[src/rtl/aes_128_sched.sv]
// Round-robin scheduler sharing one pipelined AES-128 core between two requesters.
// Blocks are tagged with their requester ID; credits keep each result FIFO from overflowing.
module aes_128_sched #(
    parameter int unsigned CORE_LAT   = 20,
    parameter int unsigned FIFO_DEPTH = 4
) (
    input  logic         clk,
    input  logic         rst_n,
    input  logic         req0_valid,
    output logic         req0_ready,
    input  logic [127:0] req0_state,
    input  logic [127:0] req0_key,
    input  logic         req1_valid,
    output logic         req1_ready,
    input  logic [127:0] req1_state,
    input  logic [127:0] req1_key,
    output logic         rsp0_valid,
    input  logic         rsp0_ready,
    output logic [127:0] rsp0_data,
    output logic         rsp1_valid,
    input  logic         rsp1_ready,
    output logic [127:0] rsp1_data,
    output logic [127:0] core_state,
    output logic [127:0] core_key,
    input  logic [127:0] core_out,
    output logic         busy
);

    localparam int unsigned TAG_N = CORE_LAT + 2;
    localparam int unsigned CW    = $clog2(FIFO_DEPTH + 1);
    localparam int unsigned PW    = $clog2(FIFO_DEPTH);
    localparam int unsigned DW    = 128;

    logic             live;
    logic             prefer1;
    logic [TAG_N-1:0] tag_v;
    logic [TAG_N-1:0] tag_id;
    logic [CW-1:0]    cred   [2];
    logic [CW-1:0]    cnt    [2];
    logic [PW-1:0]    wptr   [2];
    logic [PW-1:0]    rptr   [2];
    logic [DW-1:0]    mem    [2][FIFO_DEPTH];

    logic [1:0] valid_c;
    logic [1:0] rsp_rdy_c;
    logic [1:0] elig_c;
    logic [1:0] grant_c;
    logic [1:0] nempty_c;
    logic [1:0] pop_c;
    logic [1:0] wr_c;
    logic       issue_c;

    assign valid_c   = {req1_valid, req0_valid};
    assign rsp_rdy_c = {rsp1_ready, rsp0_ready};

    // Eligibility and round-robin grant; prefer1 names the requester that wins a tie.
    always_comb begin
        elig_c  = '0;
        grant_c = '0;
        for (int n = 0; n < 2; n++) begin
            elig_c[n] = live && valid_c[n] && (cred[n] < CW'(FIFO_DEPTH));
        end
        if (elig_c[0] && (!elig_c[1] || !prefer1)) begin
            grant_c[0] = 1'b1;
        end else if (elig_c[1]) begin
            grant_c[1] = 1'b1;
        end
    end

    assign issue_c    = |grant_c;
    assign req0_ready = grant_c[0];
    assign req1_ready = grant_c[1];

    // FIFO handshakes; the last tag stage steers core_out to its owner.
    always_comb begin
        nempty_c = '0;
        pop_c    = '0;
        wr_c     = '0;
        for (int n = 0; n < 2; n++) begin
            nempty_c[n] = (cnt[n] != '0);
            pop_c[n]    = nempty_c[n] && rsp_rdy_c[n];
            wr_c[n]     = tag_v[TAG_N-1] && (tag_id[TAG_N-1] == 1'(n));
        end
    end

    assign rsp0_valid = nempty_c[0];
    assign rsp1_valid = nempty_c[1];
    assign rsp0_data  = mem[0][rptr[0]];
    assign rsp1_data  = mem[1][rptr[1]];
    assign busy       = (|tag_v) || (|nempty_c);

    // Control state: arbitration pointer, core operands, tag pipe, credits, FIFO pointers.
    always_ff @(posedge clk or negedge rst_n) begin
        if (!rst_n) begin
            live       <= 1'b0;
            prefer1    <= 1'b0;
            core_state <= '0;
            core_key   <= '0;
            tag_v      <= '0;
            tag_id     <= '0;
            for (int n = 0; n < 2; n++) begin
                cred[n] <= '0;
                cnt[n]  <= '0;
                wptr[n] <= '0;
                rptr[n] <= '0;
            end
        end else begin
            live <= 1'b1;
            if (issue_c) begin
                prefer1    <= grant_c[0];
                core_state <= grant_c[1] ? req1_state : req0_state;
                core_key   <= grant_c[1] ? req1_key   : req0_key;
            end
            tag_v  <= {tag_v[TAG_N-2:0], issue_c};
            tag_id <= {tag_id[TAG_N-2:0], grant_c[1]};
            for (int n = 0; n < 2; n++) begin
                cred[n] <= cred[n] + CW'(grant_c[n]) - CW'(pop_c[n]);
                cnt[n]  <= cnt[n] + CW'(wr_c[n]) - CW'(pop_c[n]);
                wptr[n] <= wptr[n] + PW'(wr_c[n]);
                rptr[n] <= rptr[n] + PW'(pop_c[n]);
            end
        end
    end

    // Result storage; contents need no reset because occupancy is tracked by cnt.
    always_ff @(posedge clk) begin
        for (int n = 0; n < 2; n++) begin
            if (wr_c[n]) begin
                mem[n][wptr[n]] <= core_out;
            end
        end
    end

endmodule
[config.mk]
export PLATFORM = sky130hd
export DESIGN_NAME = aes_128_sched
export DESIGN_NICKNAME = d
export VERILOG_FILES = /design/src/rtl/aes_128_sched.sv
export SDC_FILE = /design/constraint.sdc
export NUM_CORES = 1
export LEC_CHECK = 0
export ABC_AREA = 1
export CORE_AREA = 2 2 453 455
export CTS_CLUSTER_DIAMETER = 40
export DETAILED_ROUTE_END_ITERATION = 8
export DIE_AREA = 0 0 455 457
export GPL_ROUTABILITY_DRIVEN = 1
export GPL_TIMING_DRIVEN = 0
export MAX_ROUTING_LAYER = met4
export PLACE_DENSITY = 0.48
export REMOVE_ABC_BUFFERS = 1
export SETUP_SLACK_MARGIN = 0.3
export SYNTH_ARGS = -nofsm -noshare
export SYNTH_HDL_FRONTEND = slang
export SYNTH_SLANG_ARGS = --single-unit
[constraint.sdc]
create_clock -name clk -period 12.2 [get_ports clk]
set_clock_uncertainty 0.15 [all_clocks]
set_input_delay 1.22 -clock clk [delete_from_list [all_inputs] [get_ports clk]]
set_output_delay 1.22 -clock clk [all_outputs]
set_load 0.02 [all_outputs]
==> out/metrics.csv, run 1 <==
metric,value,unit
status,"complete, no violations",
clock.fmax,164,MHz
cp-start-kind,register,
worst_slew_pin_slew,0.883,ns
clock_tree_from_tritoncts,yes,
setup-tns-final,0,ns
vdd.ir_drop.worst,0.204,mV
cts.repair.resized,0,
worstSkewPairLatency,0.85,ns
power.total,0.0212,W
ant_nets,0,
hold_viol_final,0,
layout_min_cycle_time,6.09,ns
timing.final.crit_share,49.9,%
maximum_number_of_pins_on_one_net_before_global_route_repair,121,
ys_warn_count,0,
die_x,455,um
number_of_global_route_vias_before_repair,40622,
core_region_area,203000,um2
cts_buffer_depth,3,
drt_pass_1_iters,7,
critPathRequiredTime,10.83,ns
grt_antenna_before_repair,118,
cap_viol_max_count,0,
clock_tree.htree_level_count,4,
initial_utilization,26.4,%
clock_sink_count,1346,
pwr_density_cell,269,nW/um2
cp.arrival,4.72,ns
fin_util,38.8,%
asyncSetResetFlopFracSynth,23.9,%
yosysSeqAreaShare,72.2,%
die-area,208000,um2
num_rows,166,
finalNetCount,6273,
timing.critical_path.to_type,output port,
io_buffers,1162,
die_y,457,um
slew_headroom,41.1,%
final_wirelength,234,mm
postSynthCellCount,4381,
worst-path-max-fanout,114,
globalRouteTotalUtil,22.4,%
timing.critical_path.cells,"buf_12, buf_16, inv_8, buf_16, buf_16, o21ai_0, o22ai_1, clkdlybuf4s50_1",
avgSynthCellArea,12.3,um2
route.detailed.vias_per_inst,4.88,
drt_iter0_markers,3334,
via_count,41974,
layout-drive-gt1-share,10.8,%
critical_path.max_stage_delay,0.78,ns
rsz0062_at_grt,false,
cpMostUsedCell,sky130_fd_sc_hd__buf_16,
post_synthesis_cell_area,53800,um2
synth_ff_type,sky130_fd_sc_hd__edfxtp_1,
clk_pin_slew_worst_paths,0.06,ns
routed_wire_length_per_instance,27.2,um
total_leakage_power,28.2,nW
layout.cells.most_common_list,"1,161 x sky130_fd_sc_hd__clkdlybuf4s50_1, 1,024 x sky130_fd_sc_hd__edfxtp_1, 770 x sky130_fd_sc_hd__nand3_1",
post-dp-hpwl,170,mm
cts_setup_buffers,0,
final-max-slew-violation-count,0,
globalplace.congestion,0.915,
total_clock_buffers_created_by_cts,237,
hold_path.class,primary input to async pin,
global_route_congestion_overflow_total,0,
post_cts_hold_buffer_count,0,
grt_pass1_wl,321,mm
setup_violations,0,
synth_cell_types,25,
ios,1163,
ys_seq_elements,1346,
path_class,register to output port,
critPathSlowestCell,sky130_fd_sc_hd__clkdlybuf4s50_1,
clock_tree.root_cell,sky130_fd_sc_hd__clkbuf_16,
final_common_cell,sky130_fd_sc_hd__clkdlybuf4s50_1,
synth_enable_flop_cells,1024,
syn_to_final_growth,46.8,%
drc,0,
## worst paths after layout
check / end / slack (ns) / cells after the start / from
worst min-delay path: core_key[13]$_DFFE_PN0P_ / 0.16 / 1 / rst_n
worst max register to register: core_state[94]$_DFFE_PN0P_ / 7.63 / 16 / cred[2]$_DFF_PN0_
worst min register to register: tag_id[7]$_DFF_PN0_ / 0.18 / 0 / tag_id[6]$_DFF_PN0_
worst max-delay path: rsp1_data[74] / 6.11 / 8 / rptr[0]$_DFF_PN0_
min in group clk: tag_id[7]$_DFF_PN0_ / 0.18 / 0 / tag_id[6]$_DFF_PN0_
max in group asynchronous: core_state[94]$_DFFE_PN0P_ / 10.18 / 3 / rst_n
## sequential cells by signal, summed over array words and instances, names as in the netlist
signal,cells
wptr,4
core_key,128
core_state,128
mem,1024
rptr,4
cnt,6
live,1
tag_v,22
cred,6
prefer1,1
tag_id,22
## critical path: cells and delay by family (launching register included)
kind	cells	cell delay, ns
buf+inv	6	2.21
flops	1	0.65
compound gates	2	0.45
## cell families (layout without fill, tap and decap cells)
kind of cell	after synthesis	in the layout	share of synthesized area, %
AND/OR/NAND/NOR	1584	1584	12.9
flip-flops	1346	1346	72.2
AO/OA/AOI/OAI	1027	1027	11.4
buffers and inverters	397	1838	3.00
XOR/XNOR	15	15	0.244
adder cells (fa/ha/maj)	11	11	0.312
other	1	93	0.00697
## Yosys cell counts, types with 3 or more instances
master	number	area share, %
sky130_fd_sc_hd__xnor2_1	7	0.11
sky130_fd_sc_hd__nor3_1	9	0.084
sky130_fd_sc_hd__clkbuf_1	262	1.8
sky130_fd_sc_hd__o22ai_1	256	3.0
sky130_fd_sc_hd__buf_1	14	0.098
sky130_fd_sc_hd__inv_1	30	0.21
sky130_fd_sc_hd__buf_4	4	0.056
sky130_fd_sc_hd__dfrtp_1	322	15
sky130_fd_sc_hd__ha_1	7	0.16
sky130_fd_sc_hd__edfxtp_1	1024	57
sky130_fd_sc_hd__o21ai_0	507	4.7
sky130_fd_sc_hd__nand2_1	267	1.9
sky130_fd_sc_hd__a21boi_0	256	3.6
sky130_fd_sc_hd__nand4_1	3	0.035
sky130_fd_sc_hd__xor2_1	8	0.13
sky130_fd_sc_hd__o21ai_1	7	0.065
sky130_fd_sc_hd__nor2_1	532	3.7
sky130_fd_sc_hd__fa_1	4	0.15
sky130_fd_sc_hd__nand3_1	771	7.2
sky130_fd_sc_hd__buf_2	86	0.80
## final cells by class
| type | count | area [um2] |
|---|---|---|
| Tap cell | 2688 | 3360 |
| Fill cell | 19620 | 124000 |
| Multi-Input combinational cell | 2638 | 13400 |
| Inverter | 31 | 151 |
| Timing Repair Buffer | 1362 | 14600 |
| Sequential cell | 1346 | 38800 |
| Clock inverter | 178 | 2220 |
| Antenna cell | 92 | 230 |
| Clock buffer | 267 | 6130 |
## stage by stage
step | cells | setup slack (ns) | hold WS, ns | cell area, um2
CTS | 8510 | 5.98 | 0.102 | 78700
global route | 8586 | 5.87 | 0.137 | 78900
detailed placement | 8065 | 6.18 | 0.186 | 70400
floorplan | 4015 | -8.68 | 0.181 | 52300
finish | 8602 | 6.11 | 0.155 | 78900
global placement | 7865 | -35.99 | 0.186 | 67300
## where the power goes
part	internal [W]	switching [W]	total, W	leakage [nW]
Clock	0.00435	0.00247	0.00681	4.02
Combinational	0.00313	0.00496	0.00808	11.0
Sequential	0.00571	0.000594	0.00631	13.2
## per-layer routing
layer | wire length (um) | share of wire [%] | GRT usage (%) | up-vias
met5 | 0 | 0 | - | -
met1 | 89500 | 38 | 25.0 | 21127
met3 | 19500 | 8.3 | 7.25 | 479
li1 | - | - | - | 18796
met4 | 12500 | 5.4 | 12.6 | 0
met2 | 113000 | 48 | 35.2 | 1572
(Power assumes the default switching activity.)
==> run 2: changes to the inputs <==
- CORE_AREA: 2 2 453 455 -> 2 2 450 452
- DIE_AREA: 0 0 455 457 -> 0 0 452 454
- PLACE_DENSITY: 0.48 -> 0.5
- clock period: 12.2 -> 5.6 ns (I/O delays scaled with it)
==> run 2 against run 1 <==
Final cell count down 0.56%. Wire length down 5.4%. Worst hold slack worse by 0.018 ns. First-iteration DRC count down 7.7%. Final area about the same. Clock power up 120%. Count of clock-buffer cells in the layout down 8. Register-to-register slack worse by 6.2 ns. Highest routed layer unchanged. Flip-flop and latch count unchanged. Largest power group unchanged. Combinational power up 120%.
==> out/metrics.csv, run 2 (synthesis results as in run 1) <==
metric,value,unit,change
status,"complete, no violations",,
post-dp-hpwl,158,mm,-7.1%
maximum_number_of_pins_on_one_net_before_global_route_repair,134,,+11%
cts_buffer_depth,3,,unchanged
grt_pass1_wl,306,mm,-4.8%
setup-tns-final,0,ns,unchanged
routed_wire_length_per_instance,25.9,um,-4.8%
worst-path-max-fanout,133,,+17%
clock_sink_count,1346,,unchanged
cap_viol_max_count,0,,unchanged
rsz0062_at_grt,false,,
drt_iter0_markers,3076,,-7.7%
clockPowerShare,32.5,%,+0.4 points
cp-start-kind,register,,
switching_power_as_a_share_of_total_power,37.1,%,-0.70 points
total_clock_buffers_created_by_cts,230,,-3.0%
power.internal,0.0288,W,+120%
hold_path.class,primary input to async pin,,
largest_reg_flops,1024,,unchanged
io_buffers,1162,,unchanged
setup_violations,0,,unchanged
pwr_density_cell,581,nW/um2,+120%
ios,1163,,unchanged
preCtsSetupSlack,0.901,ns,-5.27 ns
clock.fmax,194,MHz,
globalRouteTotalUtil,21.3,%,-1.1 points
clock_tree.root_cell,sky130_fd_sc_hd__clkbuf_16,,
drt_pass_1_iters,7,,unchanged
globalplace.congestion,0.901,,-1.6%
total_leakage_power,28.2,nW,-0.15%
ant_nets,0,,unchanged
clock_tree_from_tritoncts,yes,,
critPathSlowestCell,sky130_fd_sc_hd__dfrtp_4,,
power.share.sequential,29.5,%,-0.2 points
drc,0,,unchanged
global_route_congestion_overflow_total,0,,unchanged
slew_headroom,33.1,%,-8.1 points
grt_antenna_before_repair,110,,-6.8%
worst_slew_pin_slew,0.999,ns,+0.116 ns
layout.cells.most_common_list,"1,160 x sky130_fd_sc_hd__clkdlybuf4s50_1, 1,024 x sky130_fd_sc_hd__edfxtp_1, 770 x sky130_fd_sc_hd__nand3_1",,
clk_pin_slew_worst_paths,0.06,ns,about the same
layout_min_cycle_time,5.17,ns,
layout-drive-gt1-share,10.6,%,-0.18 points
layout.filler_cells,19156,,-2.4%
final_wirelength,221,mm,-5.4%
timing.critical_path.cells,"buf_16, buf_16, clkinv_16, buf_16, o21ai_0, o22ai_1, clkdlybuf4s50_1",,
final-max-slew-violation-count,0,,unchanged
core_region_area,201000,um2,-1.2%
power.total,0.0459,W,+120%
vdd.ir_drop.worst,0.356,mV,+74%
num_rows,165,,-0.60%
timing.final.crit_share,92.3,%,
die_x,452,um,-0.66%
final_common_cell,sky130_fd_sc_hd__clkdlybuf4s50_1,,
clock_tree.htree_level_count,4,,unchanged
post-place-cells,8043,,-0.27%
via_count,41528,,-1.1%
worstSkewPairLatency,0.82,ns,-0.03 ns
setup_ws,0.434,ns,-5.68 ns
die_y,454,um,-0.66%
cp.arrival,4.46,ns,-0.26 ns
syn_to_final_growth,46.7,%,about the same
finalNonFillerCells,8554,,-0.56%
number_of_global_route_vias_before_repair,39904,,-1.8%
finalNetCount,6264,,-0.14%
route.detailed.vias_per_inst,4.85,,-0.51%
die-area,205000,um2,-1.3%
hold_viol_final,0,,unchanged
initial_utilization,26.8,%,+0.32 points
fin_util,39.3,%,+0.45 points
critical_path.max_stage_delay,0.73,ns,-0.05 ns
combPwrFrac,38.0,%,about the same
cpMostUsedCell,sky130_fd_sc_hd__buf_16,,
timing.critical_path.to_type,output port,,
critPathRequiredTime,4.89,ns,-5.94 ns
netSwitchingPower,0.0170,W,+110%
path_class,register to output port,,
run 2: timing repair:
item | CTS | global route
cloned | 1 | 0
endpoints found under the setup margin | 87 | 65
hold endpoints to repair | 80 | 0
gates resized for setup | 2 | 4
hold buffers | 1 | 0
buffers inserted | 0 | 2
run 2: critical path: cells and delay by family, from the launching register on:
kind / cells / cell delay (ns)
buffers and inverters: 5 / 1.87
DFF: 1 / 0.73
AOI/OAI and AO/OA: 2 / 0.49
run 2: area by class of cell:
class / instances / area [um2] / area share [%]
clock inverter: 176 / 2450 / 3.11
timing repair buffer: 1360 / 14600 / 18.5
sequential: 1346 / 38800 / 49.2
clock buffer: 259 / 5920 / 7.51
inverter: 31 / 176 / 0.224
multi-input combinational: 2638 / 13400 / 17.0
antenna: 72 / 180 / 0.228
tap: 2672 / 3340 / 4.24
run 2: worst paths after layout:
| check | start | endpoint | slack, ns | cells after the start |
|---|---|---|---|---|
| max | rptr[2]$_DFF_PN0_ | rsp0_data[26] | 0.43 | 7 |
| min | rst_n | core_state[86]$_DFFE_PN0P_ | 0.14 | 2 |
| max reg2reg | cred[2]$_DFF_PN0_ | core_state[92]$_DFFE_PN0P_ | 1.43 | 12 |
| min reg2reg | tag_id[10]$_DFF_PN0_ | tag_id[11]$_DFF_PN0_ | 0.19 | 0 |
| max in group asynchronous | rst_n | core_state[45]$_DFFE_PN0P_ | 3.22 | 5 |
| min in group clk | req1_key[26] | core_key[26]$_DFFE_PN0P_ | 0.16 | 3 |
run 2: power groups by stage:
stage	logic (W)	clock network (W)	registers, W
2_1_floorplan	0.00679	0	0.0150
3_3_place_gp	0.0156	0	0.0148
3_5_place_dp	0.0174	0	0.0137
4_1_cts	0.0175	0.0152	0.0135
5_1_grt	0.0186	0.0156	0.0137
6_report	0.0174	0.0149	0.0135
run 2: stage by stage:
step / cell area [um2] / hold WS, ns
after floorplan: 52300 / 0.114
after global placement: 67200 / 0.187
after detailed placement: 70200 / 0.186
after CTS: 78700 / 0.0889
after global routing: 78900 / 0.121
final: 78900 / 0.138
run 2: layer usage:
metal	GRT usage, %	up-vias	share of wire [%]
met4	11.4	0	5.4
met5	-	-	0
met2	34.2	1507	48
met3	6.77	420	7.9
met1	23.6	20832	38
li1	-	18769	-
